`src/rtl/tmds_pkg.sv`:
```
// Constants shared by the TMDS encoder and decoder: control tokens, TERC4 table,
// guard-band patterns and the alignment state type.
package tmds_pkg;

    typedef enum logic {
        SEARCH = 1'b0,
        LOCKED = 1'b1
    } align_state_t;

    // Index is the decoded {C1,C0} value; patterns are written q[9:0].
    localparam logic [9:0] CTRL_TOKEN [4] = '{
        10'b1101010100,
        10'b0010101011,
        10'b0101010100,
        10'b1010101011
    };

    // Index is the TERC4 nibble.
    localparam logic [9:0] TERC4_CODE [16] = '{
        10'b1010011100, 10'b1001100011, 10'b1011100100, 10'b1011100010,
        10'b0101110001, 10'b0100011110, 10'b0110001110, 10'b0100111100,
        10'b1011001100, 10'b0100111001, 10'b0110011100, 10'b1011000110,
        10'b1010001110, 10'b1001110001, 10'b0101100011, 10'b1011000011
    };

    localparam logic [9:0] VGUARD_CH0 = 10'b1011001100;
    localparam logic [9:0] VGUARD_CH1 = 10'b0100110011;
    localparam logic [9:0] VGUARD_CH2 = 10'b1011001100;
    localparam logic [9:0] DGUARD     = 10'b0100110011;

    function automatic logic [9:0] vguard_for(input int channel);
        case (channel)
            1:       vguard_for = VGUARD_CH1;
            2:       vguard_for = VGUARD_CH2;
            default: vguard_for = VGUARD_CH0;
        endcase
    endfunction

endpackage

```
`src/rtl/tmds_symbol_decode.sv`:
```
// Combinational decode of one aligned TMDS symbol into every interpretation at once;
// deciding which one applies is left to the packet layer.
module tmds_symbol_decode
    import tmds_pkg::*;
#(
    parameter int CHANNEL = 0
) (
    input  logic [9:0] q,
    output logic [7:0] data,
    output logic       ctrl_valid,
    output logic [1:0] ctrl,
    output logic       terc4_valid,
    output logic [3:0] terc4,
    output logic       vguard,
    output logic       dguard
);

    localparam logic [9:0] VGUARD_PAT = vguard_for(CHANNEL);
    localparam bit         HAS_DGUARD = (CHANNEL != 0);

    logic [7:0] qi;
    logic [7:0] d;

    always_comb begin
        qi = q[9] ? ~q[7:0] : q[7:0];
        d = '0;
        d[0] = qi[0];
        // q8 selects XOR versus XNOR chaining of the transition-minimised word.
        for (int i = 1; i < 8; i++) begin
            d[i] = q[8] ? (qi[i] ^ qi[i-1]) : ~(qi[i] ^ qi[i-1]);
        end
        data = d;
    end

    always_comb begin
        ctrl_valid  = 1'b0;
        ctrl        = 2'b00;
        terc4_valid = 1'b0;
        terc4       = 4'h0;
        for (int k = 0; k < 4; k++) begin
            if (q == CTRL_TOKEN[k]) begin
                ctrl_valid = 1'b1;
                ctrl       = 2'(k);
            end
        end
        for (int k = 0; k < 16; k++) begin
            if (q == TERC4_CODE[k]) begin
                terc4_valid = 1'b1;
                terc4       = 4'(k);
            end
        end
    end

    assign vguard = (q == VGUARD_PAT);
    assign dguard = HAS_DGUARD & (q == DGUARD);

endmodule

```
`src/rtl/tmds_channel_decoder.sv`:
```
// One TMDS receive channel: bit alignment by control-token hunting, barrel select,
// and a registered parallel decode of the aligned symbol.
module tmds_channel_decoder
    import tmds_pkg::*;
#(
    parameter int CHANNEL       = 0,
    parameter int LOCK_TOKENS   = 8,
    parameter int SEARCH_WINDOW = 128,
    parameter int LOSS_WINDOW   = 1_048_576
) (
    input  logic       clk_pixel,
    input  logic       reset,
    input  logic [9:0] tmds_raw_i,
    output logic       locked_o,
    output logic [3:0] offset_o,
    output logic       valid_o,
    output logic [7:0] data_o,
    output logic       ctrl_valid_o,
    output logic [1:0] ctrl_o,
    output logic       terc4_valid_o,
    output logic [3:0] terc4_o,
    output logic       vguard_o,
    output logic       dguard_o,
    output logic       de_o
);

    localparam int RUN_W  = $clog2(LOCK_TOKENS + 1);
    localparam int WIN_W  = (SEARCH_WINDOW > 2) ? $clog2(SEARCH_WINDOW) : 1;
    localparam int LOSS_W = (LOSS_WINDOW > 2) ? $clog2(LOSS_WINDOW) : 1;

    localparam logic [RUN_W-1:0]  RUN_LOCK  = RUN_W'(LOCK_TOKENS);
    localparam logic [WIN_W-1:0]  WIN_LAST  = WIN_W'(SEARCH_WINDOW - 1);
    localparam logic [LOSS_W-1:0] LOSS_LAST = LOSS_W'(LOSS_WINDOW - 1);

    align_state_t      state_q, state_d;
    logic [RUN_W-1:0]  run_q, run_d, run_inc;
    logic [WIN_W-1:0]  win_q, win_d;
    logic [LOSS_W-1:0] loss_q, loss_d;
    logic [3:0]        offset_q, offset_d, offset_inc;
    logic              lock_hit;

    logic [9:0]  raw_p0;
    logic [18:0] window;
    logic [9:0]  sym_sel;
    logic [9:0]  sym_p1;

    logic [7:0] dec_data;
    logic       dec_ctrl_valid;
    logic [1:0] dec_ctrl;
    logic       dec_terc4_valid;
    logic [3:0] dec_terc4;
    logic       dec_vguard;
    logic       dec_dguard;

    logic [7:0] data_p2;
    logic       ctrl_valid_p2;
    logic [1:0] ctrl_p2;
    logic       terc4_valid_p2;
    logic [3:0] terc4_p2;
    logic       vguard_p2;
    logic       dguard_p2;
    logic       de_p2;
    logic       vld_p2;

    // Stage 1: window of previous + current word, barrel select at the current offset.
    // The top bit of the current word can never fall inside a 10-bit slice at offset <= 9.
    assign window = {tmds_raw_i[8:0], raw_p0};

    always_comb begin
        sym_sel = window[9:0];
        for (int k = 1; k < 10; k++) begin
            if (offset_q == 4'(k)) begin
                sym_sel = window[k +: 10];
            end
        end
    end

    tmds_symbol_decode #(
        .CHANNEL (CHANNEL)
    ) u_decode (
        .q           (sym_p1),
        .data        (dec_data),
        .ctrl_valid  (dec_ctrl_valid),
        .ctrl        (dec_ctrl),
        .terc4_valid (dec_terc4_valid),
        .terc4       (dec_terc4),
        .vguard      (dec_vguard),
        .dguard      (dec_dguard)
    );

    assign offset_inc = (offset_q == 4'd9) ? 4'd0 : offset_q + 4'd1;
    assign run_inc    = !dec_ctrl_valid ? '0 :
                        (run_q == RUN_LOCK) ? RUN_LOCK : run_q + RUN_W'(1);
    assign lock_hit   = (run_inc == RUN_LOCK);

    always_comb begin
        state_d  = state_q;
        run_d    = run_inc;
        win_d    = win_q;
        loss_d   = loss_q;
        offset_d = offset_q;
        case (state_q)
            SEARCH: begin
                loss_d = '0;
                // A lock run completing on the last window symbol keeps this offset.
                if (lock_hit) begin
                    state_d = LOCKED;
                    win_d   = '0;
                end else if (win_q == WIN_LAST) begin
                    offset_d = offset_inc;
                    win_d    = '0;
                    run_d    = '0;
                end else begin
                    win_d = win_q + WIN_W'(1);
                end
            end
            LOCKED: begin
                win_d = '0;
                if (lock_hit) begin
                    loss_d = '0;
                end else if (loss_q == LOSS_LAST) begin
                    state_d  = SEARCH;
                    offset_d = offset_inc;
                    loss_d   = '0;
                    run_d    = '0;
                end else begin
                    loss_d = loss_q + LOSS_W'(1);
                end
            end
        endcase
    end

    always_ff @(posedge clk_pixel) begin
        if (reset) begin
            state_q  <= SEARCH;
            run_q    <= '0;
            win_q    <= '0;
            loss_q   <= '0;
            offset_q <= '0;
            raw_p0   <= '0;
            sym_p1   <= '0;
        end else begin
            state_q  <= state_d;
            run_q    <= run_d;
            win_q    <= win_d;
            loss_q   <= loss_d;
            offset_q <= offset_d;
            raw_p0   <= tmds_raw_i;
            sym_p1   <= sym_sel;
        end
    end

    // Stage 2: register every decode of the stage-1 symbol.
    always_ff @(posedge clk_pixel) begin
        if (reset) begin
            data_p2        <= '0;
            ctrl_valid_p2  <= 1'b0;
            ctrl_p2        <= '0;
            terc4_valid_p2 <= 1'b0;
            terc4_p2       <= '0;
            vguard_p2      <= 1'b0;
            dguard_p2      <= 1'b0;
            de_p2          <= 1'b1;
            vld_p2         <= 1'b0;
        end else begin
            data_p2        <= dec_data;
            ctrl_valid_p2  <= dec_ctrl_valid;
            ctrl_p2        <= dec_ctrl;
            terc4_valid_p2 <= dec_terc4_valid;
            terc4_p2       <= dec_terc4;
            vguard_p2      <= dec_vguard;
            dguard_p2      <= dec_dguard;
            de_p2          <= ~dec_ctrl_valid;
            vld_p2         <= (state_q == LOCKED);
        end
    end

    assign locked_o      = (state_q == LOCKED);
    assign offset_o      = offset_q;
    assign valid_o       = vld_p2;
    assign data_o        = data_p2;
    assign ctrl_valid_o  = ctrl_valid_p2;
    assign ctrl_o        = ctrl_p2;
    assign terc4_valid_o = terc4_valid_p2;
    assign terc4_o       = terc4_p2;
    assign vguard_o      = vguard_p2;
    assign dguard_o      = dguard_p2;
    assign de_o          = de_p2;

endmodule

```
`config.mk`:
```
export PLATFORM = sky130hd
export DESIGN_NAME = tmds_channel_decoder
export DESIGN_NICKNAME = d
export VERILOG_FILES = /design/src/rtl/tmds_pkg.sv /design/src/rtl/tmds_symbol_decode.sv /design/src/rtl/tmds_channel_decoder.sv
export SDC_FILE = /design/constraint.sdc
export NUM_CORES = 1
export LEC_CHECK = 0
export BUFFER_PORTS_ARGS = -buffer_cell sky130_fd_sc_hd__buf_4
export CORE_MARGIN = 2
export CORE_UTILIZATION = 60
export DETAILED_ROUTE_END_ITERATION = 10
export PLACE_DENSITY = 0.76
export SKIP_CTS_REPAIR_TIMING = 1
export SYNTH_ARGS = -nofsm -noshare
export SYNTH_HDL_FRONTEND = slang
export SYNTH_SLANG_ARGS = --single-unit
```
`constraint.sdc`:
```
create_clock -name clk_pixel -period 3.3 [get_ports clk_pixel]
set_input_delay 0.825 -clock clk_pixel [delete_from_list [all_inputs] [get_ports clk_pixel]]
set_output_delay 0.825 -clock clk_pixel [all_outputs]
set_load 0.02 [all_outputs]
```
==> metrics.csv, run 1 <==
metric,value,unit
synth_edf_count,0,
syn2layout_area_growth,9.10,%
grt_overflow,0,
switching_share,0.241,
critPathKind,reg2reg,
start_util,0.616,
holdCritPathClass,reg2reg,
die_h,87.0,um
switchingPower,0.449,mW
sequentialPowerShare,0.514,
fill_cells,567,
cts_tree,yes,
synthMuxAreaShare,0.0145,
fin_skew,0.00575,ns
dr_total_vias,3672,
report.final.slew_viol_count,0,
ant_nets,0,
regArea,1500,sq um
period_minus_slack,2.64,ns
pre_cts_slack,0.671,ns
syn_area,4140,sq um
clock-sinks,75,
finalNonFillerCells,588,
synthSimpleGateAreaFrac,0.230,
syn_avg_cell_area,8.37,sq um
setup-tns-final,0,ns
critPathCaptureType,flop,
internal_power,1.41,mW
finalWirelength,9250,um
worstPathArrival,2.84,ns
rsz0062_at_grt,false,
synth-compound-area-share,0.227,
numCtsBuffers,9,
max_freq,379,MHz
fin_ws,0.663,ns
dieWidth,87.0,um
gp_congestion,0.958,
dpl_cell_area,4300,sq um
synth_top_family_by_area,simple AND/OR/NAND/NOR gates,
first_global_vias,3333,
viasPerCell,6.24,
clk_latency,0.34,ns
dp_hpwl,6360,um
tightest_slew,0.788,ns
worstPathRequired,3.50,ns
yosysSeqAreaShare,0.363,
worstPathMaxFanout,20,
finalHoldViolCount,0,
relSlewSlack,0.474,
yosys_warnings,0,
antenna_found_initial,0,
io_buffers,35,
first_pass_iters,6,
layout_commonest_cell,nor2_1,
p_comb_frac,0.072,
ys_types,62,
clkSlewWorstSetupHoldPaths,0.08,ns
dr.first_iter.drc_count,244,
ir_worst_vdd,0.000268,V
final_cell_mix,"nor2_1, dfxtp_1, buf_4, nand2_1",
wire_per_inst,15.7,um
powerDensity,413,nW/um^2
row_count,30,
clock_path_buffers,2,
start_kind,flop,
remaining_drc_errors,0,
grt_pass1_wl,15500,um
clock_power_share,0.414,
p_total,1.86,mW
synth-xor-area-share,0.0847,
grt_start_max_net_pins,45,
core,6720,sq um
dp_cells,573,
die-area,7570,sq um
async_flop_share,0,
syn_inst,494,
reg2reg_depth,6,
nets,520,
leakagePower,1.64,nW
synthAdderAreaFrac,0.0121,
cap_violations,0,
multi_input_area,2350,sq um
finalCritPeriodShare,0.799,
h-tree-depth,3,
fin_area,4510,sq um
grt_use_total,0.257,
layout-drive-gt1-share,0.140,
n_antenna_cell,0,
setup_viol,0,
cts-root-buf,clkbuf_8,
status,finished clean,
synth_ff_type,dfxtp_1,
boundaryPins,37,
syn_nets,510,
ys_seq_elements,75,
hold_depth,1,
==> worst max-delay path, stage by stage, from the launching register on <==
cell,delay (ns)
dfxtp_1,0.61
nand3b_1,0.16
or4_4,0.47
a2111oi_4,0.55
inv_2,0.07
nand3_1,0.51
nor2_1,0.12
==> sequential cells by signal, summed over array words and instances (netlist names) <==
register,count
terc4_valid_o,1
ctrl_o,2
vguard_o,1
ctrl_valid_o,1
loss_q,20
sym_p1,10
valid_o,1
terc4_o,4
run_q,4
raw_p0,10
de_o,1
win_q,7
locked_o,1
data_o,8
offset_o,4
==> cells by family after synthesis <==
group	count (synthesis)
compound gates	121
xor+xnor	40
fa+ha+maj	4
buf+inv	53
flops	75
mux	6
other cells	1
simple gates	194
==> metrics by stage <==
stage	util	hold slack, ns
floorplan	-	0.413
global placement	0.640	0.426
detailed placement	0.640	0.434
CTS	0.672	0.446
global route	0.672	0.474
finish	0.672	0.445
==> per-layer routing <==
layer	track usage	vias up	routed length [um]
met5	0	-	0
met4	0.119	0	221
met3	0.0521	24	648
met2	0.398	173	4280
met1	0.342	1682	4100
li1	-	1793	-
==> Yosys cell counts (3+ instances only) <==
cell type,instances,share of area
nand2_1,36,0.033
o21ai_0,3,0.0036
nor4_1,3,0.0045
nand2b_1,7,0.011
nand4_1,5,0.0076
ha_1,4,0.012
o22ai_1,12,0.018
a211oi_1,10,0.018
a221o_1,9,0.022
buf_4,6,0.011
buf_1,3,0.0027
inv_1,10,0.0091
a21oi_1,23,0.028
a222oi_1,10,0.024
nor2_1,83,0.075
o211ai_1,9,0.016
xnor2_1,23,0.049
a21o_1,9,0.016
o221ai_1,9,0.019
nor3_1,6,0.0073
nor2b_1,15,0.023
xor2_1,17,0.036
clkbuf_1,17,0.015
and3_1,4,0.0060
nand3_1,14,0.017
buf_6,5,0.014
buf_2,8,0.0097
nand3b_1,3,0.0054
a2bb2oi_1,9,0.019
mux2i_1,6,0.015
dfxtp_1,75,0.36
==> path summary, 6_finish.rpt <==
check | from | slack [ns] | end
max reg2reg | sym_p1[5] | 0.66 | loss_q[7]
max | sym_p1[5] | 0.66 | loss_q[7]
min reg2reg | win_q[0] | 0.44 | win_q[0]
min | win_q[0] | 0.44 | win_q[0]
==> area by class of cell <==
class	count	share of cell area
Sequential cell	75	0.333
Tap cell	80	0.0222
Timing Repair Buffer	40	0.0665
Inverter	12	0.00998
Clock inverter	6	0.0200
Multi-Input combinational cell	366	0.521
Clock buffer	9	0.0274
==> power groups by stage <==
stage,logic (mW),registers [mW],clock network (mW)
after detailed placement,0.133,0.978,0
after global routing,0.147,0.961,0.826
final,0.134,0.957,0.772
after floorplan,0.0951,0.973,0
after CTS,0.134,0.956,0.788
after global placement,0.132,0.978,0
Note: power is estimated with default switching activity, not from simulation.
==> inputs of run 2 (changes only) <==
==> constraint.sdc (replaced) <==
create_clock -name clk_pixel -period 2.68 [get_ports clk_pixel]
set_input_delay 0.67 -clock clk_pixel [delete_from_list [all_inputs] [get_ports clk_pixel]]
set_output_delay 0.67 -clock clk_pixel [all_outputs]
set_load 0.02 [all_outputs]
==> metrics.csv, run 2 (same netlist as run 1, synthesis figures left out) <==
metric,value,unit
tightest_slew,0.973,ns
row_count,30,
layout-drive-gt1-share,0.150,
nets,525,
n_antenna_cell,0,
holdCritPathClass,reg2reg,
layout_commonest_cell,nor2_1,
hold_depth,1,
finalCritPeriodShare,0.907,
critPathLaunch,loss_q[0],
fin_ws,0.249,ns
critPathCaptureType,flop,
grt_use_total,0.261,
gp_congestion,0.937,
dr.first_iter.drc_count,233,
core,6720,sq um
leakagePower,1.64,nW
worstPathRequired,2.90,ns
final_cell_mix,"nor2_1, dfxtp_1, buf_4, nand2_1",
clkSlewWorstSetupHoldPaths,0.09,ns
numCtsBuffers,9,
rrSetupSlack,0.25,ns
clk_latency,0.36,ns
syn2layout_area_growth,9.23,%
pre_cts_slack,0.278,ns
setup_viol,0,
powerDensity,478,nW/um^2
clock-sinks,75,
setup-tns-final,0,ns
reg2reg_to,offset_o[3],
dp_hpwl,6640,um
die_h,87.0,um
ant_nets,0,
io_buffers,35,
cts_tree,yes,
finalHoldViolCount,0,
top_register,loss_q,
hold_end,win_q[0],
start_kind,flop,
cts-root-buf,clkbuf_8,
die-area,7570,sq um
largest_reg_flops,20,
grt_pass1_wl,15800,um
critPathKind,reg2reg,
viasPerCell,6.34,
start_util,0.616,
rsz0062_at_grt,false,
boundaryPins,37,
finalWirelength,9580,um
wire_per_inst,16.1,um
top_regs,"loss_q (20), raw_p0 (10), sym_p1 (10)",
dr_total_vias,3768,
period_minus_slack,2.43,ns
remaining_drc_errors,0,
report.final.slew_viol_count,0,
grt_start_max_net_pins,45,
grt_overflow,0,
first_pass_iters,6,
timing.rr.start,loss_q[0],
worstPathArrival,2.65,ns
clock_path_buffers,2,
relSlewSlack,0.347,
ir_worst_vdd,0.000255,V
max_freq,411,MHz
cap_violations,0,
hp-start,win_q[0],
h-tree-depth,3,
worstPathMaxFanout,5,
status,finished clean,
fin_skew,0.0145,ns
reg2reg_depth,7,
first_global_vias,3404,
dieWidth,87.0,um
antenna_found_initial,0,
## run 2: worst max-delay path by stage
| stage | to | slack [ns] | cells past startpoint |
|---|---|---|---|
| floorplan | sym_p1[9] | 0.65 | 9 |
| global placement | loss_q[18] | 0.36 | 7 |
| detailed placement | offset_o[3] | 0.28 | 7 |
| CTS | offset_o[3] | 0.26 | 7 |
| global route | offset_o[3] | 0.08 | 7 |
| finish | offset_o[3] | 0.25 | 7 |
## run 2: per-stage QoR
stage	util	instances	hold slack [ns]	total power, mW	area (sq um)
final	0.672	594	0.463	2.16	4520
after CTS	0.672	594	0.465	2.17	4520
after detailed placement	0.645	578	0.446	1.37	4340
after global placement	0.645	578	0.428	1.37	4340
after global routing	0.672	594	0.483	2.24	4520
after floorplan	-	494	0.413	1.31	4140
## run 2: metal layers
layer,track usage,vias to the layer above,share of wire
li1,-,1798,-
met1,0.315,1767,0.42
met5,0,-,0
met3,0.0483,38,0.064
met2,0.446,165,0.48
met4,0.121,0,0.036
## run 2: area by class of cell
cell class              count  area [sq um]
clock buffers               9           124
clock inverters             7          57.6
fillers                   582          2200
inverters                  12          45.0
multi-input cells         366          2350
flip-flops and latches     75          1500
well taps                  80           100
repair buffers             45           338
## run 2: where the power goes
group | total, mW | switching [mW] | internal (mW)
Combinational | 0.165 | 0.0885 | 0.0767
Sequential | 1.18 | 0.0375 | 1.14
Clock | 0.816 | 0.466 | 0.350
## run 2: critical path: stages (launching register included)
cell and delay (ns):
dfxtp_1 0.37, ha_1 0.20, nand3_1 0.23, nor4_2 0.55
a41oi_1 0.34, nor3_2 0.28, mux2i_1 0.22, a31oi_1 0.09
